**config.mk**
```make
export PLATFORM = sky130hd
export DESIGN_NAME = pkt_tuple_parser
export DESIGN_NICKNAME = d
export VERILOG_FILES = /design/src/rtl/pkt_tuple_parser.sv
export SDC_FILE = /design/constraint.sdc
export NUM_CORES = 1
export LEC_CHECK = 0
export CAP_MARGIN = 30
export CORE_ASPECT_RATIO = 1.25
export CORE_UTILIZATION = 54
export CTS_CLUSTER_DIAMETER = 80
export DETAILED_ROUTE_END_ITERATION = 6
export HOLD_SLACK_MARGIN = 0.15
export PLACE_DENSITY = 0.79
export SKIP_LAST_GASP = 1
export SYNTH_ARGS = -nofsm -noshare
export SYNTH_HDL_FRONTEND = slang
export SYNTH_SLANG_ARGS = --single-unit
export TNS_END_PERCENT = 1
```
**constraint.sdc**
```tcl
create_clock -name clk -period 4.8 [get_ports clk]
set_input_delay 0.48 -clock clk [delete_from_list [all_inputs] [get_ports clk]]
set_output_delay 0.48 -clock clk [all_outputs]
set_load 0.005 [all_outputs]
```
**src/rtl/pkt_tuple_parser.sv**
```systemverilog
// pkt_tuple_parser: Ethernet front-end for the traffic feature extractor.
// Captures the frame header from a 64-bit big-endian beat stream and, on
// the s_last beat, decides whether the frame is plain IPv4 (IHL 5). For an
// accepted frame it emits the 5-tuple and the first 32 L3 bytes as a
// one-cycle pulse. Any other frame is dropped and counted.
// Optional feature macro: PARSER_VLAN_EN adds 802.1Q tag handling. The tag
// moves L3 to offset 18, and the header buffer grows to 7 beats.
module pkt_tuple_parser #(
    parameter int DROP_CNT_W = 16,
    parameter int PKT_CNT_W  = 32
) (
    input  logic                  clk,
    input  logic                  rst_n,
    input  logic [63:0]           s_data,
    input  logic [7:0]            s_keep,
    input  logic                  s_valid,
    input  logic                  s_last,
    output logic [103:0]          ip_tuple,
    output logic [255:0]          i_raw_feature,
    output logic                  ip_valid,
    output logic [DROP_CNT_W-1:0] drop_cnt,
    output logic [PKT_CNT_W-1:0]  pkt_cnt
);

    // state  | meaning
    // S_CAP  | storing beats into the header buffer
    // S_SKIP | header captured; discard beats until s_last
`ifdef PARSER_VLAN_EN
    localparam int NB = 7;
`else
    localparam int NB = 6;
`endif
    localparam int WB = NB * 64;

    typedef enum logic {S_CAP, S_SKIP} state_t;

    state_t         state;
    logic [2:0]     beat_idx;
    logic [5:0]     byte_cnt;
    logic [WB-1:0]  hbuf;

    logic [WB-1:0]  win;
    logic [3:0]     kcnt;
    logic [6:0]     cnt_sum;
    logic [5:0]     cnt_now;
    logic [15:0]    et;
    logic [255:0]   l3;
    logic [5:0]     l3_off;
    logic [7:0]     proto;
    logic [31:0]    ports;
    logic           accept;
    logic [255:0]   feat;
    logic           unused_bits;

    // Header view that includes the beat arriving this cycle, so the s_last beat can be decided in place
    always_comb begin
        win = hbuf;
        if (state == S_CAP) begin
            for (int b = 0; b < NB; b++) begin
                if (beat_idx == 3'(b)) win[WB-1-64*b -: 64] = s_data;
            end
        end
    end

    assign kcnt    = 4'($countones(s_keep));
    assign cnt_sum = {1'b0, byte_cnt} + {3'b0, kcnt};
    assign cnt_now = (cnt_sum > 7'd63) ? 6'd63 : cnt_sum[5:0];

`ifdef PARSER_VLAN_EN
    logic vlan;
    assign vlan        = (win[WB-97 -: 16] == 16'h8100);
    assign et          = vlan ? win[WB-129 -: 16] : win[WB-97 -: 16];
    assign l3          = vlan ? win[WB-145 -: 256] : win[WB-113 -: 256];
    assign l3_off      = vlan ? 6'd18 : 6'd14;
    assign unused_bits = ^{win[WB-1 -: 96], win[47:0]};
`else
    assign et          = win[WB-97 -: 16];
    assign l3          = win[WB-113 -: 256];
    assign l3_off      = 6'd14;
    assign unused_bits = ^{win[WB-1 -: 96], win[15:0]};
`endif

    assign proto  = l3[183:176];
    assign ports  = (proto == 8'd6 || proto == 8'd17) ? l3[95:64] : 32'd0;
    assign accept = (et == 16'h0800) && (l3[255:248] == 8'h45) &&
                    ({1'b0, cnt_now} >= ({1'b0, l3_off} + 7'd24));

    // Feature bytes past the end of the frame read as zero rather than stale buffer contents
    always_comb begin
        feat = '0;
        for (int k = 0; k < 32; k++) begin
            if (({1'b0, l3_off} + 7'(k)) < {1'b0, cnt_now}) feat[255-8*k -: 8] = l3[255-8*k -: 8];
        end
    end

    // Capture FSM, frame decision and registered outputs
    always_ff @(posedge clk or negedge rst_n) begin
        if (!rst_n) begin
            state         <= S_CAP;
            beat_idx      <= '0;
            byte_cnt      <= '0;
            hbuf          <= '0;
            ip_tuple      <= '0;
            i_raw_feature <= '0;
            ip_valid      <= 1'b0;
            drop_cnt      <= '0;
            pkt_cnt       <= '0;
        end else begin
            ip_valid <= 1'b0;
            if (s_valid) begin
                if (state == S_CAP) begin
                    for (int b = 0; b < NB; b++) begin
                        if (beat_idx == 3'(b)) hbuf[WB-1-64*b -: 64] <= s_data;
                    end
                end
                if (s_last) begin
                    state    <= S_CAP;
                    beat_idx <= '0;
                    byte_cnt <= '0;
                    if (accept) begin
                        ip_valid      <= 1'b1;
                        ip_tuple      <= {l3[159:128], l3[127:96], ports, proto};
                        i_raw_feature <= feat;
                        pkt_cnt       <= pkt_cnt + 1'b1;
                    end else if (drop_cnt != '1) begin
                        drop_cnt <= drop_cnt + 1'b1;
                    end
                end else begin
                    byte_cnt <= cnt_now;
                    if (beat_idx != 3'd7) beat_idx <= beat_idx + 3'd1;
                    if (state == S_CAP && beat_idx == 3'(NB-1)) state <= S_SKIP;
                end
            end
        end
    end

endmodule
```
==> impl_metrics.py, run 1 <==
metrics = {
    "clocking": {
        "clock_pin_slew_of_the_registers_on_the_worst_case_setup_and_hold_paths_ns": 0.06,
        "clk_latency_ns": 0.61,
        "numCtsBuffers": 68,
        "clock_path_buffers": 3,
        "cts_root_buffer": "sky130_fd_sc_hd__clkbuf_16",
        "cts_tree": "yes",
        "cts.sinks": 691,
        "cts_htree_levels": 3,
    },
    "timing": {
        "timing.slew.headroom": 0.372,
        "fin_crit_sh": 0.969,
        "timing.fmax_ghz": 0.215,
        "final_max_slew_viol_count": 0,
        "final_worst_path_period_need_ns": 4.65,
        "clock-skew-final_ns": 0.0223,
        "worstMarginPinSlew_ns": 0.942,
        "setup_viol": 0,
        "final-hold-violation-count": 0,
    },
    "routing": {
        "drt_first_pass_iters": 5,
        "detailedRoute.firstIterationViolations": 1223,
        "post-route-drc-count": 0,
        "postRouteAntennaNets": 0,
        "number_of_vias_per_cell_after_detailed_routing": 5.69,
        "dr_total_vias": 20800,
        "detail_route.wl_per_cell_microns": 21.8,
        "wl_microns": 79700,
    },
    "layout": {
        "n_antenna_cell": 0,
        "postLayoutCoreUtil": 0.703,
        "post_route_cells_drive_above_1_share": 0.189,
        "area_growth_pct": 29.0,
        "finish.net_count": 2968,
    },
    "power_and_ir_drop": {
        "pwr_density_cell_mw_per_mm2": 462,
        "power.share.clock": 0.311,
        "swShare": 0.273,
        "total_leakage_power_nw": 17.7,
        "fin_total_pwr_w": 0.0175,
        "internal_power_w": 0.0127,
        "power.sequential.fraction": 0.456,
        "power_switching_w": 0.00476,
        "ir_drop_worst_vdd_mv": 0.438,
        "combinationalPowerShare": 0.233,
    },
    "worst_hold_path": {
        "min-delay-path-class": "reg2reg",
        "worstHoldStart": "ip_tuple[9]$_DFFE_PN0P_",
        "worst_hold_path.num_cells": 2,
        "hold_end": "ip_tuple[9]$_DFFE_PN0P_",
    },
    "setup_path": {
        "r2r_start": "byte_cnt[0]$_DFFE_PN0P_",
        "r2r_cells": 14,
        "critical_path_arrival_ns": 5.13,
        "crit_path_max_fanout": 34,
        "worst_setup_path_start_kind": "input pin",
        "timing.setup.critical_path_class": "in2reg",
        "data_required_time_at_the_worst_endpoint_ns": 5.28,
        "timing.reg2reg.setup_slack_ns": 0.55,
        "worstReg2RegEnd": "pkt_cnt[13]$_DFFE_PN0P_",
        "endpoint_type_of_the_worst_setup_path": "flip-flop",
    },
    "synth": {
        "asyncSetResetFlopFracSynth": 1.00,
        "synthFlopType": "sky130_fd_sc_hd__dfrtp_1",
        "ys_warn_count": 0,
        "synth_sequential_area_ratio": 0.590,
        "synth_edf_count": 0,
        "avgSynthCellArea_sq_um": 12.3,
        "postSynthRegisterBits": 691,
        "synth.lib_cells_used.distinct": 61,
        "synth.net_count": 2479,
        "summed_instance_area_of_the_synthesized_netlist_sq_mm": 0.0293,
        "count_of_mapped_cells_out_of_synthesis": 2384,
    },
    "placed_design": {
        "finalWeightedCongestion": 0.855,
        "hpwlAfterDp_microns": 54600,
        "numPortBuffers": 484,
    },
    "die": {
        "die_area_sq_mm": 0.0552,
        "area_inside_the_core_boundary_sq_mm": 0.0537,
        "chipWidth_microns": 210,
        "num_rows": 95,
        "start_util": 0.545,
        "io-pin-count": 485,
        "dieHeight_microns": 262,
    },
    "global_route": {
        "grt_pass1_wl_microns": 126000,
        "grt-ovfl-total": 0,
        "global_route.usage.total": 0.294,
        "grt_start_max_net_pins": 116,
        "antenna_violations_before_repair": 0,
        "grt_pass1_vias": 22400,
    },
    "run_status": {
        "result_of_the_run": "finished clean",
    },
    "job": {
        "timing.max_cap.violations": 0,
    },
}
[power by group through the flow]
stage | Combinational (W) | Clock [W] | Sequential [W]
final | 0.00407 | 0.00543 | 0.00796
after global routing | 0.00442 | 0.00575 | 0.00811
after CTS | 0.00410 | 0.00551 | 0.00796
after detailed placement | 0.00406 | 0 | 0.00804
after global placement | 0.00390 | 0 | 0.00794
after floorplan | 0.00242 | 0 | 0.00783
[repair_timing]
item	4_1_cts	5_1_grt
hold buffers	1	0
setup buffers	0	0
hold endpoints to repair	93	0
gates resized for setup	0	3
endpoints found under the setup margin	0	2
[cell usage after synthesis (2+ instances only)]
master	instances	area share
sky130_fd_sc_hd__xor2_1	19	0.0057
sky130_fd_sc_hd__nor4_1	10	0.0021
sky130_fd_sc_hd__buf_4	9	0.0023
sky130_fd_sc_hd__nor2_1	24	0.0031
sky130_fd_sc_hd__and3_1	9	0.0019
sky130_fd_sc_hd__dfrtp_1	691	0.59
sky130_fd_sc_hd__a21o_1	2	0.00051
sky130_fd_sc_hd__fa_1	5	0.0034
sky130_fd_sc_hd__mux2_2	324	0.12
sky130_fd_sc_hd__nand2b_1	7	0.0015
sky130_fd_sc_hd__o2111ai_1	2	0.00060
sky130_fd_sc_hd__nand3b_1	3	0.00077
sky130_fd_sc_hd__o21ai_0	118	0.020
sky130_fd_sc_hd__nor4b_1	11	0.0033
sky130_fd_sc_hd__xnor2_1	28	0.0084
sky130_fd_sc_hd__buf_1	20	0.0026
sky130_fd_sc_hd__nand2_1	394	0.050
sky130_fd_sc_hd__o31ai_1	24	0.0062
sky130_fd_sc_hd__buf_2	48	0.0082
sky130_fd_sc_hd__and4_1	2	0.00060
sky130_fd_sc_hd__o211ai_1	2	0.00051
sky130_fd_sc_hd__mux2i_1	209	0.071
sky130_fd_sc_hd__inv_1	23	0.0029
sky130_fd_sc_hd__nor3_1	8	0.0014
sky130_fd_sc_hd__nand4_1	13	0.0028
sky130_fd_sc_hd__or2_2	3	0.00064
sky130_fd_sc_hd__and2_1	11	0.0023
sky130_fd_sc_hd__nor3_2	8	0.0027
sky130_fd_sc_hd__o22ai_1	3	0.00064
sky130_fd_sc_hd__clkbuf_1	79	0.010
sky130_fd_sc_hd__nand3_1	70	0.012
sky130_fd_sc_hd__o21a_1	138	0.035
sky130_fd_sc_hd__a21oi_1	19	0.0032
sky130_fd_sc_hd__a31oi_1	3	0.00064
sky130_fd_sc_hd__nor4bb_1	4	0.0014
sky130_fd_sc_hd__o21bai_1	3	0.00077
sky130_fd_sc_hd__ha_1	14	0.0060
[registers in the layout, summed over array words and instances, names as in the netlist]
signal / flops
hbuf: 272
i_raw_feature: 256
ip_tuple: 104
pkt_cnt: 32
drop_cnt: 16
byte_cnt: 6
beat_idx: 3
ip_valid: 1
state: 1
[worst max path at each step]
| stage | endpoint | startpoint | slack [ns] | cells after the start |
|---|---|---|---|---|
| 3_3_place_gp | drop_cnt[11]$_DFFE_PN0P_ | s_keep[0] | -0.44 | 14 |
| 3_5_place_dp | drop_cnt[11]$_DFFE_PN0P_ | s_keep[0] | -0.54 | 14 |
| 2_1_floorplan | ip_tuple[100]$_DFFE_PN0P_ | s_keep[0] | 0.15 | 15 |
| 6_report | pkt_cnt[13]$_DFFE_PN0P_ | s_keep[0] | 0.15 | 16 |
| 5_1_grt | drop_cnt[7]$_DFFE_PN0P_ | s_keep[0] | -0.02 | 14 |
| 4_1_cts | drop_cnt[7]$_DFFE_PN0P_ | s_keep[0] | 0.02 | 14 |
[through the flow]
stage | cells | setup TNS, ns | area, sq um | setup slack, ns | hold slack (ns)
2_1_floorplan | 2384 | 0 | 29300 | 0.154 | 0.184
3_3_place_gp | 3524 | -104.36 | 35400 | -0.440 | 0.455
3_5_place_dp | 3529 | -131.42 | 35500 | -0.542 | 0.460
4_1_cts | 3651 | 0 | 37800 | 0.0187 | 0.476
5_1_grt | 3651 | -0.0209 | 37800 | -0.0209 | 0.484
6_report | 3651 | 0 | 37800 | 0.149 | 0.474
[cell type report]
cell class | count | area [sq um]
clock inverters | 16 | 210
inverters | 24 | 95.1
flip-flops and latches | 691 | 17300
well taps | 727 | 910
multi-input cells | 1511 | 11300
fillers | 3801 | 16000
repair buffers | 577 | 5900
clock buffers | 105 | 2070
[metal layers]
layer  vias up  global-route usage  share of wire
met4         0               0.127          0.040
met3       176              0.0541          0.054
met2       626               0.513           0.52
met1     10700               0.354           0.39
li1       9251                   -              -
met5         -                   0              0
[layout by cell type (no fill, tap or decap), types with 26 or more instances in the layout]
cell type / count
sky130_fd_sc_hd__buf_12: 26
sky130_fd_sc_hd__o21ai_0: 118
sky130_fd_sc_hd__nand2_1: 392
sky130_fd_sc_hd__mux2i_1: 209
sky130_fd_sc_hd__xnor2_1: 28
sky130_fd_sc_hd__dfrtp_1: 691
sky130_fd_sc_hd__buf_4: 64
sky130_fd_sc_hd__nand3_1: 68
sky130_fd_sc_hd__clkdlybuf4s50_1: 483
sky130_fd_sc_hd__mux2_2: 324
sky130_fd_sc_hd__o21a_1: 138
sky130_fd_sc_hd__clkbuf_16: 72
[critical path, stage by stage]
cell	delay (ns)
sky130_fd_sc_hd__clkdlybuf4s50_1	0.43
sky130_fd_sc_hd__fa_1	0.55
sky130_fd_sc_hd__inv_1	0.05
sky130_fd_sc_hd__fa_1	0.49
sky130_fd_sc_hd__fa_1	0.44
sky130_fd_sc_hd__fa_1	0.45
sky130_fd_sc_hd__fa_1	0.46
sky130_fd_sc_hd__nand2b_1	0.21
sky130_fd_sc_hd__a21oi_4	0.22
sky130_fd_sc_hd__mux2_4	0.23
sky130_fd_sc_hd__o2111ai_4	0.16
sky130_fd_sc_hd__buf_12	0.19
sky130_fd_sc_hd__inv_6	0.21
sky130_fd_sc_hd__buf_12	0.23
sky130_fd_sc_hd__nand4_1	0.13
sky130_fd_sc_hd__xnor2_1	0.17
[kinds of logic after synthesis]
family                   synth area share
adder cells (fa/ha/maj)           0.00940
XOR/XNOR                           0.0141
multiplexers                        0.197
AO/OA/AOI/OAI                      0.0732
AND/OR/NAND/NOR                    0.0896
buffers and inverters              0.0268
flip-flops                          0.590
Note: power is estimated with default switching activity, not from simulation.
==> run 2, diff against run 1 <==
--- a/config.mk
+++ b/config.mk
@@ -9,9 +9,10 @@
 export CORE_ASPECT_RATIO = 1.25
 export CORE_UTILIZATION = 54
 export CTS_CLUSTER_DIAMETER = 80
+export CTS_CLUSTER_SIZE = 14
 export DETAILED_ROUTE_END_ITERATION = 6
-export HOLD_SLACK_MARGIN = 0.15
 export PLACE_DENSITY = 0.79
+export SETUP_SLACK_MARGIN = 0.02
 export SKIP_LAST_GASP = 1
 export SYNTH_ARGS = -nofsm -noshare
 export SYNTH_HDL_FRONTEND = slang
==> run 2 against run 1 <==
Worst setup slack lost 0.0017 ns. Via count is 1.0% lower. Fmax about the same. Global-route usage fell by 0.39 points. Non-clock buffer count stayed put. Die area did not move. Power decreased by 8.0%. Largest power group unchanged.
==> impl_metrics.py, run 2 (synthesized netlist as in run 1, its figures left out) <==
metrics = {
    "die": {
        "io-pin-count": 485,
        "area_inside_the_core_boundary_sq_mm": 0.0537,
        "dieHeight_microns": 262,
        "num_rows": 95,
        "die_area_sq_mm": 0.0552,
        "chipWidth_microns": 210,
        "start_util": 0.545,
    },
    "worst_hold_path": {
        "worst_hold_path.num_cells": 2,
        "min-delay-path-class": "reg2reg",
    },
    "routing": {
        "post-route-drc-count": 0,
        "wl_microns": 78600,
        "dr_total_vias": 20600,
        "postRouteAntennaNets": 0,
        "detail_route.wl_per_cell_microns": 21.9,
        "number_of_vias_per_cell_after_detailed_routing": 5.73,
        "wirelength_met1_microns": 30800,
        "drt_first_pass_iters": 5,
        "met3WireLength_microns": 3990,
        "dr.max_layer_used": "met4",
        "met2_wirelength_microns": 40500,
        "detailedRoute.firstIterationViolations": 1183,
    },
    "setup_path": {
        "data_required_time_at_the_worst_endpoint_ns": 5.29,
        "endpoint_type_of_the_worst_setup_path": "flip-flop",
        "critical_path_arrival_ns": 5.15,
        "r2r_cells": 14,
        "timing.setup.critical_path_class": "in2reg",
        "worst_setup_path_start_kind": "input pin",
        "crit_path_max_fanout": 34,
    },
    "global_route": {
        "grt_start_max_net_pins": 116,
        "grt_pass1_vias": 22100,
        "grt-ovfl-total": 0,
        "grt_pass1_wl_microns": 125000,
        "global_route.usage.total": 0.290,
        "antenna_violations_before_repair": 0,
    },
    "timing": {
        "timing.slew.headroom": 0.370,
        "final-hold-violation-count": 0,
        "tns_ns": 0,
        "grt_setup_unrepaired": "no",
        "final_max_slew_viol_count": 0,
        "clock-skew-final_ns": 0.0273,
        "setup_viol": 0,
        "final_worst_path_period_need_ns": 4.65,
        "fin_hold_ws_ns": 0.471,
        "worstMarginPinSlew_ns": 0.944,
        "fin_crit_sh": 0.969,
        "timing.fmax_ghz": 0.215,
    },
    "layout": {
        "post_route_cells_drive_above_1_share": 0.178,
        "nFillCells": 3935,
        "stdcell_count": 3590,
        "max_ffs_per_register": 272,
        "layout_top_registers": "hbuf: 272 flops, i_raw_feature: 256 flops, ip_tuple: 104 flops",
        "postLayoutCoreUtil": 0.688,
        "max_flop_register": "hbuf",
        "mostFrequentLayoutCells": "sky130_fd_sc_hd__dfrtp_1, sky130_fd_sc_hd__clkdlybuf4s50_1, sky130_fd_sc_hd__nand2_1, sky130_fd_sc_hd__mux2_2, sky130_fd_sc_hd__mux2i_1",
        "n_antenna_cell": 0,
        "multiInputGateArea_sq_mm": 0.0113,
        "final_common_cell": "sky130_fd_sc_hd__dfrtp_1",
        "finish.net_count": 2955,
        "area.sequential_sq_mm": 0.0173,
        "area_growth_pct": 26.1,
    },
    "clocking": {
        "cts.sinks": 691,
        "cts_htree_levels": 2,
        "cts_root_buffer": "sky130_fd_sc_hd__clkbuf_16",
        "cts_tree": "yes",
        "clk_latency_ns": 0.62,
        "numCtsBuffers": 55,
        "clock_path_buffers": 3,
        "clock_pin_slew_of_the_registers_on_the_worst_case_setup_and_hold_paths_ns": 0.07,
    },
    "placed_design": {
        "hpwlAfterDp_microns": 54600,
        "placed_cells_incl_taps": 3529,
        "finalWeightedCongestion": 0.855,
        "numPortBuffers": 484,
    },
    "power_and_ir_drop": {
        "total_leakage_power_nw": 17.2,
        "ir_drop_worst_vdd_mv": 0.312,
        "pwr_density_cell_mw_per_mm2": 435,
    },
    "job": {
        "timing.max_cap.violations": 0,
    },
    "run_status": {
        "result_of_the_run": "finished clean",
    },
}
-- run 2: changes by cell type in the layout (fill, tap and decap cells not counted) --
cell and delta:
sky130_fd_sc_hd__clkbuf_1 -18, sky130_fd_sc_hd__clkbuf_16 -16, sky130_fd_sc_hd__clkbuf_8 -14, sky130_fd_sc_hd__clkinv_2 -9, sky130_fd_sc_hd__bufinv_16 -4, sky130_fd_sc_hd__inv_16 -1
sky130_fd_sc_hd__inv_6 +1
-- run 2: timing repair --
item | 4_1_cts | 5_1_grt
setup buffers | 0 | 0
hold buffers | 1 | 0
endpoints found under the hold margin | 93 | 0
setup endpoints to repair | 0 | 5
gates resized for setup | 0 | 3
-- run 2: critical path, stage by stage --
cell and delay [ns]:
sky130_fd_sc_hd__clkdlybuf4s50_1 0.43, sky130_fd_sc_hd__fa_1 0.55, sky130_fd_sc_hd__inv_1 0.05, sky130_fd_sc_hd__fa_1 0.49, sky130_fd_sc_hd__fa_1 0.43, sky130_fd_sc_hd__fa_1 0.45, sky130_fd_sc_hd__fa_1 0.46, sky130_fd_sc_hd__nand2b_1 0.21
sky130_fd_sc_hd__a21oi_4 0.22, sky130_fd_sc_hd__mux2_4 0.23, sky130_fd_sc_hd__o2111ai_4 0.16, sky130_fd_sc_hd__buf_12 0.19, sky130_fd_sc_hd__inv_6 0.21, sky130_fd_sc_hd__buf_12 0.23, sky130_fd_sc_hd__nand4_1 0.13, sky130_fd_sc_hd__xnor2_1 0.17
-- run 2: area by class of cell --
| class | instances | area share |
|---|---|---|
| clock inverter | 3 | 0.000915 |
| multi-input combinational | 1511 | 0.306 |
| timing repair buffer | 577 | 0.160 |
| clock buffer | 57 | 0.0380 |
| tap | 727 | 0.0246 |
| sequential | 691 | 0.468 |
| inverter | 24 | 0.00257 |
-- run 2: path summary, 6_finish.rpt --
| path | startpoint | endpoint | slack (ns) |
|---|---|---|---|
| min reg2reg | ip_tuple[9]$_DFFE_PN0P_ | ip_tuple[9]$_DFFE_PN0P_ | 0.47 |
| min in group asynchronous | rst_n | pkt_cnt[17]$_DFFE_PN0P_ | 0.52 |
| max in group asynchronous | rst_n | i_raw_feature[75]$_DFFE_PN0P_ | 3.08 |
| min | ip_tuple[9]$_DFFE_PN0P_ | ip_tuple[9]$_DFFE_PN0P_ | 0.47 |
| max reg2reg | byte_cnt[0]$_DFFE_PN0P_ | pkt_cnt[11]$_DFFE_PN0P_ | 0.54 |
| max | s_keep[0] | pkt_cnt[11]$_DFFE_PN0P_ | 0.15 |
-- run 2: per-layer routing --
metal  GRT usage  vias to the layer above
li1            -                     9173
met1       0.355                    10700
met2       0.502                      568
met3      0.0510                      164
met4       0.124                        0
met5           0                        -
-- run 2: per-stage QoR --
stage | setup slack [ns] | power (W) | instance area, sq um
4_1_cts | 0.0331 | 0.0162 | 36900
5_1_grt | 0.0192 | 0.0169 | 36900
6_report | 0.147 | 0.0161 | 36900
3_5_place_dp | -0.542 | 0.0121 | 35500
3_3_place_gp | -0.440 | 0.0118 | 35400
2_1_floorplan | 0.154 | 0.0103 | 29300
-- run 2: power breakdown --
group          internal, W  switching [W]
registers          0.00717       0.000784
logic              0.00234        0.00173
clock network      0.00206        0.00199
==> run 3, diff against run 2 <==
--- a/config.mk
+++ b/config.mk
@@ -7,11 +7,12 @@
 export LEC_CHECK = 0
 export CAP_MARGIN = 30
 export CORE_ASPECT_RATIO = 1.25
-export CORE_UTILIZATION = 54
+export CORE_UTILIZATION = 55
+export CTS_BUF_LIST = sky130_fd_sc_hd__clkbuf_2
 export CTS_CLUSTER_DIAMETER = 80
 export CTS_CLUSTER_SIZE = 14
 export DETAILED_ROUTE_END_ITERATION = 6
-export PLACE_DENSITY = 0.79
+export PLACE_DENSITY = 0.8
 export SETUP_SLACK_MARGIN = 0.02
 export SKIP_LAST_GASP = 1
 export SYNTH_ARGS = -nofsm -noshare
==> run 3 against run 2 <==
Global-route usage shrank 0.65 points. First-iteration DRC count rose by 0.51%. Fmax up 7.2%. Power down 13%. Via count shrank 0.82%. Sequential share of layout area rose by 1.6 points. Clock power decreased by 47%. Critical endpoint is now drop_cnt[11]$_DFFE_PN0P_.
==> impl_metrics.py, run 3 (synthesized netlist as in run 1, its figures left out) <==
metrics = {
    "routing": {
        "detailedRoute.firstIterationViolations": 1189,
        "number_of_vias_per_cell_after_detailed_routing": 5.76,
        "dr_total_vias": 20400,
        "drt_first_pass_iters": 5,
        "detail_route.wl_per_cell_microns": 21.8,
        "postRouteAntennaNets": 0,
        "wl_microns": 77100,
        "post-route-drc-count": 0,
    },
    "global_route": {
        "global_route.usage.total": 0.283,
        "grt_start_max_net_pins": 129,
        "grt_pass1_wl_microns": 120000,
        "grt_pass1_vias": 21000,
        "antenna_violations_before_repair": 1,
        "grt-ovfl-total": 0,
    },
    "die": {
        "chipWidth_microns": 208,
        "die_area_sq_mm": 0.0542,
        "num_rows": 94,
        "io-pin-count": 485,
        "dieHeight_microns": 260,
        "area_inside_the_core_boundary_sq_mm": 0.0526,
        "start_util": 0.557,
    },
    "timing": {
        "timing.slew.headroom": 0.337,
        "final_worst_path_period_need_ns": 4.34,
        "fin_crit_sh": 0.904,
        "final_max_slew_viol_count": 0,
        "timing.fmax_ghz": 0.230,
        "grt_setup_unrepaired": "no",
        "clock-skew-final_ns": 0.0817,
        "final-hold-violation-count": 0,
        "fin_ws_ns": 0.461,
        "worstMarginPinSlew_ns": 0.994,
        "setup_viol": 0,
    },
    "placed_design": {
        "numPortBuffers": 484,
        "hpwlAfterDp_microns": 53500,
        "pre_cts_ws_ns": -0.484,
        "finalWeightedCongestion": 0.823,
    },
    "power_and_ir_drop": {
        "total_leakage_power_nw": 16.8,
        "internal_power_w": 0.00982,
        "power.sequential.fraction": 0.563,
        "fin_total_pwr_w": 0.0140,
        "power.share.clock": 0.152,
        "combinationalPowerShare": 0.284,
        "power_switching_w": 0.00422,
        "swShare": 0.301,
        "pwr_density_cell_mw_per_mm2": 393,
        "ir_drop_worst_vdd_mv": 0.260,
    },
    "layout": {
        "final_common_cell": "sky130_fd_sc_hd__dfrtp_1",
        "layout_top_registers": "hbuf: 272 flops, i_raw_feature: 256 flops, ip_tuple: 104 flops",
        "max_flop_register": "hbuf",
        "mostFrequentLayoutCells": "sky130_fd_sc_hd__dfrtp_1, sky130_fd_sc_hd__clkdlybuf4s50_1, sky130_fd_sc_hd__nand2_1, sky130_fd_sc_hd__mux2_2, sky130_fd_sc_hd__mux2i_1",
        "post_route_cells_drive_above_1_share": 0.175,
        "area_growth_pct": 21.9,
        "finish.net_count": 2958,
        "nFillCells": 3863,
        "max_ffs_per_register": 272,
    },
    "setup_path": {
        "data_required_time_at_the_worst_endpoint_ns": 5.83,
        "top_cell_family_by_delay_on_the_critical_path": "adder cells",
        "crit_path_max_fanout": 8,
        "timing.setup.critical_path_class": "reg2reg",
        "cp.buffers_inverters": 2,
        "critical-path-max-stage-delay_ns": 0.46,
        "endpoint_type_of_the_worst_setup_path": "flip-flop",
        "cpMaxStageDelayCell": "sky130_fd_sc_hd__fa_1",
        "critical_path_arrival_ns": 5.37,
        "worst_setup_path_start_kind": "flip-flop",
        "worst_path_most_repeated_cell": "sky130_fd_sc_hd__fa_1",
        "cp_cell_sequence": "inv_1 -> fa_1 -> fa_1 -> fa_1 -> fa_1 -> nand2b_1 -> a21oi_4 -> mux2_4 -> o2111ai_1 -> buf_4 -> nor4b_1 -> xor2_1",
    },
    "clocking": {
        "cts.sinks": 691,
        "post_cts_resized": 0,
        "clock_path_buffers": 3,
        "cts_tree": "yes",
        "numCtsBuffers": 55,
        "cts_htree_levels": 2,
        "clk_latency_ns": 1.17,
        "clock_pin_slew_of_the_registers_on_the_worst_case_setup_and_hold_paths_ns": 0.25,
        "cts_root_buffer": "sky130_fd_sc_hd__clkbuf_2",
    },
    "job": {
        "timing.max_cap.violations": 0,
    },
    "run_status": {
        "result_of_the_run": "finished clean",
    },
    "worst_hold_path": {
        "min-delay-path-class": "in2reg",
    },
}
run 3: area by class of cell:
type | count | area [sq um] | area share
Clock inverter | 4 | 46.3 | 0.00130
Multi-Input combinational cell | 1511 | 11300 | 0.316
Tap cell | 672 | 841 | 0.0236
Inverter | 24 | 95.1 | 0.00266
Timing Repair Buffer | 580 | 5860 | 0.164
Antenna cell | 1 | 2.50 | 0.0000701
Sequential cell | 691 | 17300 | 0.484
Clock buffer | 56 | 280 | 0.00785
run 3: what timing repair did:
action	in CTS	in global routing
endpoints found under the hold margin	207	0
buffers inserted	0	0
hold buffers	11	0
run 3: worst register-to-register path, stage by stage (launching register included):
cell and delay, ns:
sky130_fd_sc_hd__dfrtp_1 0.43, sky130_fd_sc_hd__inv_1 0.15, sky130_fd_sc_hd__fa_1 0.46, sky130_fd_sc_hd__fa_1 0.46
sky130_fd_sc_hd__fa_1 0.46, sky130_fd_sc_hd__fa_1 0.46, sky130_fd_sc_hd__nand2b_1 0.21, sky130_fd_sc_hd__a21oi_4 0.18
sky130_fd_sc_hd__mux2_4 0.35, sky130_fd_sc_hd__o2111ai_1 0.31, sky130_fd_sc_hd__buf_4 0.23, sky130_fd_sc_hd__nor4b_1 0.35
sky130_fd_sc_hd__xor2_1 0.20
run 3: metrics by stage:
step                instances  hold WS, ns  instance area (sq um)   util  TNS [ns]
floorplan                2384        0.184                  29300      -         0
global placement         3463        0.453                  35200  0.669   -107.75
detailed placement       3465        0.455                  35200  0.669   -131.30
CTS                      3536      0.00558                  35700  0.678         0
global route             3539       0.0174                  35700  0.679         0
finish                   3539        0.139                  35700  0.679         0
run 3: power groups by stage:
stage / registers [W] / clock network, W / logic, W
after global routing: 0.00808 / 0.00240 / 0.00435
final: 0.00791 / 0.00214 / 0.00399
after floorplan: 0.00783 / 0 / 0.00242
after CTS: 0.00791 / 0.00222 / 0.00403
after global placement: 0.00793 / 0 / 0.00384
after detailed placement: 0.00804 / 0 / 0.00400
run 3: worst paths after layout:
path | startpoint | to | slack (ns) | depth (start not counted)
worst max-delay path | byte_cnt[0]$_DFFE_PN0P_ | drop_cnt[11]$_DFFE_PN0P_ | 0.46 | 12
worst min-delay path | s_last | state$_DFFE_PN0P_ | 0.14 | 2
worst max register to register | byte_cnt[0]$_DFFE_PN0P_ | drop_cnt[11]$_DFFE_PN0P_ | 0.46 | 12
worst min register to register | pkt_cnt[31]$_DFFE_PN0P_ | pkt_cnt[31]$_DFFE_PN0P_ | 0.50 | 1
max in group asynchronous | rst_n | hbuf[267]$_DFFE_PN0P_ | 3.57 | 4
min in group asynchronous | rst_n | hbuf[242]$_DFFE_PN0P_ | 0.52 | 4
run 3: metal layers:
layer	share of wire	vias to the layer above	GRT usage
met5	0	-	0
li1	-	9181	-
met2	0.51	580	0.491
met1	0.39	10500	0.348
met4	0.042	0	0.122
met3	0.053	169	0.0516
